[config.mk]
export PLATFORM = sky130hd
export DESIGN_NAME = crc_stream
export DESIGN_NICKNAME = d
export VERILOG_FILES = /design/src/rtl/crc_pkg.sv /design/src/rtl/crc_step.sv /design/src/rtl/crc_stream.sv
export SDC_FILE = /design/constraint.sdc
export NUM_CORES = 1
export LEC_CHECK = 0
export ABC_AREA = 1
export BUFFER_PORTS_ARGS = -buffer_cell sky130_fd_sc_hd__buf_2
export CORE_MARGIN = 2
export CORE_UTILIZATION = 47
export CTS_BUF_LIST = sky130_fd_sc_hd__clkbuf_8
export CTS_CLUSTER_DIAMETER = 200
export DETAILED_ROUTE_END_ITERATION = 10
export PLACE_DENSITY = 0.86
export SYNTH_ARGS = -nofsm -noshare
export SYNTH_HDL_FRONTEND = slang
export SYNTH_SLANG_ARGS = --single-unit
[constraint.sdc]
create_clock -name clk -period 1.37 [get_ports clk]
set_input_delay 0.2055 -clock clk [delete_from_list [all_inputs] [get_ports clk]]
set_output_delay 0.2055 -clock clk [all_outputs]
set_load 0.01 [all_outputs]
[src/rtl/crc_pkg.sv]
// crc_pkg: shared FSM state type and default CRC-8 generator for the CRC stream block.
package crc_pkg;
    typedef enum logic [1:0] {IDLE, ACC, DONE} state_t;
    localparam logic [7:0] CRC8_DIVISOR = 8'b0000_0111;
endpackage

[src/rtl/crc_step.sv]
// crc_step: folds a DW-bit beat (MSB first) into a CRC_BW-bit remainder in one combinational pass.
module crc_step
    import crc_pkg::*;
#(
    parameter int DW = 8,
    parameter int CRC_BW = 8,
    parameter logic [CRC_BW-1:0] DIVISOR = CRC_BW'(CRC8_DIVISOR)
)(
    input  logic [CRC_BW-1:0] crc,
    input  logic [DW-1:0]     data,
    output logic [CRC_BW-1:0] nxt
);
    logic [CRC_BW-1:0] c;
    logic [DW-1:0]     d;
    always_comb begin
        c = crc;
        d = data;
        for (int i = 0; i < DW; i++) begin
            c = {c[CRC_BW-2:0], 1'b0} ^ ((c[CRC_BW-1] ^ d[DW-1]) ? DIVISOR : '0);
            d = d << 1;
        end
        nxt = c;
    end
endmodule

[src/rtl/crc_stream.sv]
// crc_stream: framed CRC generator/checker with a one-entry result handshake.
// Optional saturating error counter output err_cnt enabled by macro CRC_STREAM_ERR_CNT_EN.
module crc_stream
    import crc_pkg::*;
#(
    parameter int DW = 8,
    parameter int CRC_BW = 8,
    parameter logic [CRC_BW-1:0] DIVISOR = CRC_BW'(CRC8_DIVISOR)
)(
    input  logic              clk,
    input  logic              rst,
    input  logic              mode,
    input  logic              in_valid,
    output logic              in_ready,
    input  logic [DW-1:0]     in_data,
    input  logic              in_last,
    output logic              res_valid,
    input  logic              res_ready,
    output logic [CRC_BW-1:0] res_crc,
    output logic              res_err
`ifdef CRC_STREAM_ERR_CNT_EN
    ,
    output logic [15:0]       err_cnt
`endif
);
    state_t            state, state_nxt;
    logic [CRC_BW-1:0] crc, crc_nxt;
    logic              mode_q, acc;
    assign acc = in_valid && in_ready;
    // a frame's first beat folds into zero, so no separate clear cycle is needed
    crc_step #(.DW(DW), .CRC_BW(CRC_BW), .DIVISOR(DIVISOR)) u_step (
        .crc  (state == IDLE ? '0 : crc),
        .data (in_data),
        .nxt  (crc_nxt)
    );
    always_ff @(posedge clk or posedge rst) begin
        if (rst) state <= IDLE;
        else     state <= state_nxt;
    end
    always_comb begin
        state_nxt = state;
        if (state == DONE) state_nxt = res_ready ? IDLE : DONE;
        else if (acc)      state_nxt = in_last ? DONE : ACC;
    end
    always_comb begin
        in_ready  = state != DONE;
        res_valid = state == DONE;
        res_crc   = res_valid ? crc : '0;
        res_err   = res_valid && mode_q && (crc != '0);
    end
    always_ff @(posedge clk or posedge rst) begin
        if (rst) begin
            crc    <= '0;
            mode_q <= 1'b0;
        end else if (acc) begin
            crc    <= crc_nxt;
            mode_q <= state == IDLE ? mode : mode_q;
        end
    end
`ifdef CRC_STREAM_ERR_CNT_EN
    always_ff @(posedge clk or posedge rst) begin
        if (rst) err_cnt <= '0;
        else if (res_valid && res_ready && res_err && err_cnt != 16'hFFFF) err_cnt <= err_cnt + 16'd1;
    end
`endif
endmodule

Yosys cells after proc, flatten, opt, wreduce, memory -nomap -nowiden --
Index checks and enable logic that the tools add are counted.
Cells by class: reductions and logical operators 7, eq/ne operators 2, bitwise logic cells 16, order comparisons 0, $mul 0, add/subtract/negate cells 0, divide/modulo/power cells 0, shift-type cells 0, muxes and demuxes 14
Operator list (number):
- 8-bit XOR | 7
- 3-bit two-way mux | 8
- 8-bit two-way mux | 2
- 2-bit two-way mux | 4
- 8-bit nonzero test | 1
- 1-bit XOR | 8
- 8-bit by 3-bit XOR with 8-bit output | 1
- 1-bit logical AND | 3
- 2-bit equality test, second input constant | 1
- 2-bit zero test | 1
- 2-bit inequality test, second input constant | 1
- 2-bit AND reduction | 1
- 2-bit nonzero test | 1
Word-level totals: word-level logic and storage cells 42, memories kept 0, memory bits (writable) 0, ROM bits 0, bits in latches 0, register bits after elaboration 11, output and inout bits 11, bits of input ports 14

Longest topological paths before layout --
word-level depth 26, gate-level depth with buffers 13, mapped depth without buffers 13

By module --
A second synthesis with hierarchy kept.
Unflattened totals: cells, all modules 156, area, all modules 935.9 µm²
Modules (own cells, without submodules):
- crc_stream | area an instance 605.6 µm², instances 1, cells each 87, seq. area each 275.3 µm²
- crc_step | area an instance 330.3 µm², instances 1, cells each 69, seq. area each 0.0 µm²

Worst setup path after synthesis --
Ideal clock, no wire load.
path kind register to register, start point register state[0], end point register crc[4], data required time 1.252 ns, cell stages (with the launch flop) 9, period minus slack after synthesis 1.327 ns, data arrival time 1.209 ns, setup slack 0.043 ns, library setup time 0.118 ns, path buffers 0, cells stage by stage dfrtp_1 inv_2 nand2_2 nand2_1 xor2_1 xnor2_1 nand2_1 nand3_1 nand2_1
On the way: word-level cells in the longest chain between the ends 12, elaborated cells between the ends (all ways) 18, classes of those cells eq/ne (1); mux (4); bitwise (11); reduce/logical (2)
RTL lines:
- start, declared | RTL line crc_stream.sv:26 | state_t state, state_nxt;
- start signal, assigned | RTL line crc_stream.sv:38 | else state <= state_nxt;
- 2-bit zero test | RTL line crc_stream.sv:32 | .crc (state == IDLE ? '0 : crc),
- 8-bit two-way mux | RTL line crc_stream.sv:32
- 8-bit XOR (3 in series) | RTL line crc_step.sv:19 | c = {c[CRC_BW-2:0], 1'b0} ^ ((c[CRC_BW-1] ^ d[DW-1]) ? DIVISOR : '0);
- 1-bit XOR / 8-bit XOR (equally long branches) | RTL line crc_step.sv:19
- 3-bit two-way mux, or another cell as far along | RTL line crc_step.sv:19
- 8-bit XOR, or another cell as far along | RTL line crc_step.sv:19
- 8-bit XOR / 3-bit two-way mux (equally long branches) | RTL line crc_step.sv:19
- 8-bit XOR (2 in series) | RTL line crc_step.sv:19
- 8-bit by 3-bit XOR with 8-bit output | RTL line crc_step.sv:19
- end signal, assigned | RTL line crc_stream.sv:56 | crc <= crc_nxt;
- end, declared | RTL line crc_stream.sv:27 | logic [CRC_BW-1:0] crc, crc_nxt;
Parallel ways exist; a longest one is shown, timed or not. A chain may end at the register's enable or synchronous reset.

Worst setup path in the final report --
start point register state[0], end point register crc[2]
On the way: word-level cells in the longest chain between the ends 14, elaborated cells between the ends (all ways) 22, classes of those cells eq/ne (1); mux (6); bitwise (13); reduce/logical (2)
RTL lines (RTL line):
- 2-bit zero test | crc_stream.sv:32
- 8-bit two-way mux | crc_stream.sv:32
- 1-bit XOR / 8-bit XOR (equally long branches) | crc_step.sv:19
- 3-bit two-way mux / 1-bit XOR (equally long branches) | crc_step.sv:19
- 8-bit XOR / 3-bit two-way mux (equally long branches) | crc_step.sv:19
- 8-bit XOR (5 in series) | crc_step.sv:19
- 1-bit XOR / 8-bit XOR (equally long branches) | crc_step.sv:19
- 3-bit two-way mux / 1-bit XOR (equally long branches) | crc_step.sv:19
- 8-bit XOR / 3-bit two-way mux (equally long branches) | crc_step.sv:19
- 8-bit by 3-bit XOR with 8-bit output | crc_step.sv:19
Parallel ways exist; a longest one is shown, timed or not.

==> impl_metrics.py <==
metrics = {
    "sta": {
        "max_slew_margin_pct": 72.15,
        "clock_skew_ns": 0.005348,
        "tightest_slew_ns": 0.4174,
        "hold_viol_final": 0,
        "finalSetupViolations": 19,
        "whs_ns": 0.1302,
        "fin_crit_sh_pct": 121.5,
        "slew_viol_final": 0,
        "fin_crit_ns": 1.664,
        "grt_setup_unrepaired": "yes",
        "finalWorstSetupSlack_ns": -0.2939,
        "max_freq_ghz": 0.6010,
    },
    "synth": {
        "synth-seq-cells": 11,
        "synth_cell_types": 22,
        "yosys.area_share.simple_pct": 46.76,
        "synth_fa_ha_area_share_pct": 0,
        "yosys-top-cells-area": "dfrtp_1 30%, nand2_1 28%, inv_1 7.3%",
        "seq_area_frac_synth_pct": 29.73,
        "synthXorXnorAreaFrac_pct": 9.054,
        "synth-compound-area-share_pct": 5.541,
        "synth_top_area_cell": "dfrtp_1",
        "synth_edf_count": 0,
        "synth.top_cell.area_share_pct": 29.73,
        "syn_nets": 167,
        "ys_async_sr_fraction_pct": 100.0,
        "ys_warn_count": 0,
        "synth_cells": 153,
        "syn_area_sq_um": 925.9,
        "synth_mux_area_share_pct": 0,
        "avgSynthCellArea_sq_um": 6.052,
        "synth_top_family_by_area": "simple AND/OR/NAND/NOR gates",
        "ys.flop_type": "dfrtp_1",
    },
    "cells_and_area": {
        "drive_gt1_share_pct": 48.56,
        "design_area_sq_um": 1543,
        "final_nets": 223,
        "diodes": 0,
        "final_common_cell": "nand2_1",
        "layout_common_cells": "50 x nand2_1, 24 x buf_2, 21 x buf_4, 18 x nand2_2, 17 x inv_1",
        "instances_no_fill": 235,
        "fill_cells": 120,
        "area.growth.synth_to_final_pct": 66.62,
    },
    "drt": {
        "detail-route-antenna-nets": 0,
        "first_iter_violations": 58,
        "vias": 1259,
        "drt-total-wl_um": 3615,
        "wl_per_cell_um": 15.38,
        "drc": 0,
        "drtPass1Iterations": 4,
        "vias_per_cell": 5.357,
    },
    "run": {
        "max_cap_violations": 0,
    },
    "placement": {
        "gp_congestion": 0.9258,
        "postPlaceCellArea_sq_um": 1185,
        "place_hpwl_um": 2044,
        "placed_cells": 218,
        "io_buffers": 24,
    },
    "cts": {
        "clock-root-buffer": "clkbuf_8",
        "htreeDepth": 1,
        "clock_latency_ns": 0.25,
        "clock_sinks": 11,
        "cts_tree": "yes",
        "cts_buffer_depth": 2,
        "path_clk_slew_ns": 0.05,
        "cts_buffers": 3,
    },
    "setup_path": {
        "worstSetupEndpointType": "flip-flop",
        "crit_arrival_ns": 1.81,
        "cp_max_fo": 8,
        "cp.required_ns": 1.51,
        "startpoint_type": "flip-flop",
        "crit_type": "reg -> reg",
    },
    "floorplanning": {
        "ioPinCount": 25,
        "die_w_um": 48.39,
        "start_util_pct": 48.68,
        "rows": 16,
        "dieArea_sq_um": 2341,
        "core_area_sq_um": 1902,
        "die_y_um": 48.39,
    },
    "outcome": {
        "failed_checks": "negative setup slack",
        "status": "finished with violations",
    },
    "worst_hold_path": {
        "hold_path.class": "in -> reg",
    },
    "power_and_ir_drop": {
        "power_per_cell_area_nw_per_um2": 2270,
        "power_leakage_nw": 0.8428,
        "ir_worst_vdd_uv": 1569,
        "power_mw": 3.502,
    },
    "grt": {
        "antenna_found_initial": 0,
        "grt_pass1_vias": 1160,
        "grt-ovfl-total": 0,
        "grt_pass1_wl_um": 5023,
        "grt.total_usage_pct": 27.87,
        "grt_max_degree": 12,
    },
}
-- through the flow --
step / utilization, % / worst slack [ns] / TNS [ns]
5_1_grt: 81.12 / -0.3869 / -4.248
2_1_floorplan: - / 0.04322 / 0
6_report: 81.12 / -0.2939 / -3.044
3_3_place_gp: 62.30 / -0.1198 / -0.6263
4_1_cts: 75.20 / -0.1648 / -2.017
3_5_place_dp: 62.30 / -0.1628 / -1.027
-- logic make-up (layout without fill, tap and decap cells) --
logic type | after synthesis | after routing
AOI/OAI and AO/OA | 8 | 8
xor gates and xnor gates | 7 | 7
buffers and inverters | 22 | 77
DFF | 11 | 11
and+or+nand+nor | 105 | 105
-- sequential cells by signal (all words and copies together), names as in the netlist --
signal  cells
crc         8
mode_q      1
state       2
-- synthesized netlist by cell type, drive strengths merged, types with 2 or more instances --
| cell type | count |
|---|---|
| nor4 | 2 |
| inv | 21 |
| o21ai | 2 |
| xnor2 | 3 |
| xor2 | 4 |
| nand3 | 12 |
| nor2 | 17 |
| nand2 | 73 |
| dfrtp | 11 |
-- worst max-delay path, cell delays in order (launching register included) --
cell	delay, ns
dfrtp_2	0.46
inv_2	0.14
nand2_8	0.10
nand2_2	0.08
nand2_1	0.06
nand2_2	0.11
nand2_1	0.09
nand2_1	0.09
nand2_1	0.09
nand2_2	0.10
nand2_1	0.07
nand3_1	0.10
nand2_1	0.06
-- timing repair --
item / in CTS / in global routing
setup buffers: 7 / 3
setup endpoints to repair: 18 / 20
pin swaps: 8 / 12
hold buffers: 1 / 0
resized for setup: 31 / 24
cloned: 1 / 1
endpoints found under the hold margin: 11 / 0
-- layout make-up --
cell class / count / area [sq um] / area share [%]
Multi-Input combinational cell: 120 / 763.2 / 49.47
Timing Repair Buffer: 49 / 321.6 / 20.84
Sequential cell: 11 / 276.5 / 17.92
Inverter: 22 / 87.58 / 5.677
Clock buffer: 3 / 41.29 / 2.676
Tap cell: 27 / 33.78 / 2.190
Timing Repair inverter: 2 / 15.01 / 0.9732
Clock inverter: 1 / 3.754 / 0.2433
-- path summary, 6_finish.rpt --
| path | start | to | slack (ns) | cells after the start |
|---|---|---|---|---|
| worst max-delay path | state[0]$_DFFE_PP0P_ | crc[2]$_DFFE_PP0N_ | -0.29 | 12 |
| worst min register to register | crc[3]$_DFFE_PP0N_ | crc[3]$_DFFE_PP0N_ | 0.57 | 2 |
| worst min-delay path | res_ready | state[1]$_DFFE_PP0P_ | 0.13 | 2 |
| min in group asynchronous | rst | crc[0]$_DFFE_PP0N_ | 0.48 | 3 |
| max in group asynchronous | rst | state[0]$_DFFE_PP0P_ | 0.57 | 3 |
| worst max register to register | state[0]$_DFFE_PP0P_ | crc[2]$_DFFE_PP0N_ | -0.29 | 12 |
-- routing by layer --
layer / share of wire (%) / GRT usage (%) / vias to the layer above
met1: 35 / 32.46 / 577
met2: 52 / 48.84 / 78
met3: 7.8 / 5.247 / 22
met5: 0 / 0 / -
li1: - / - / 582
met4: 5.3 / 14.29 / 0
-- power by group --
part	switching [mW]	total, mW	internal [mW]
logic	1.41	2.47	1.06
registers	0.215	0.688	0.473
clock network	0.144	0.342	0.198
Power figures use the tool's default switching activity.
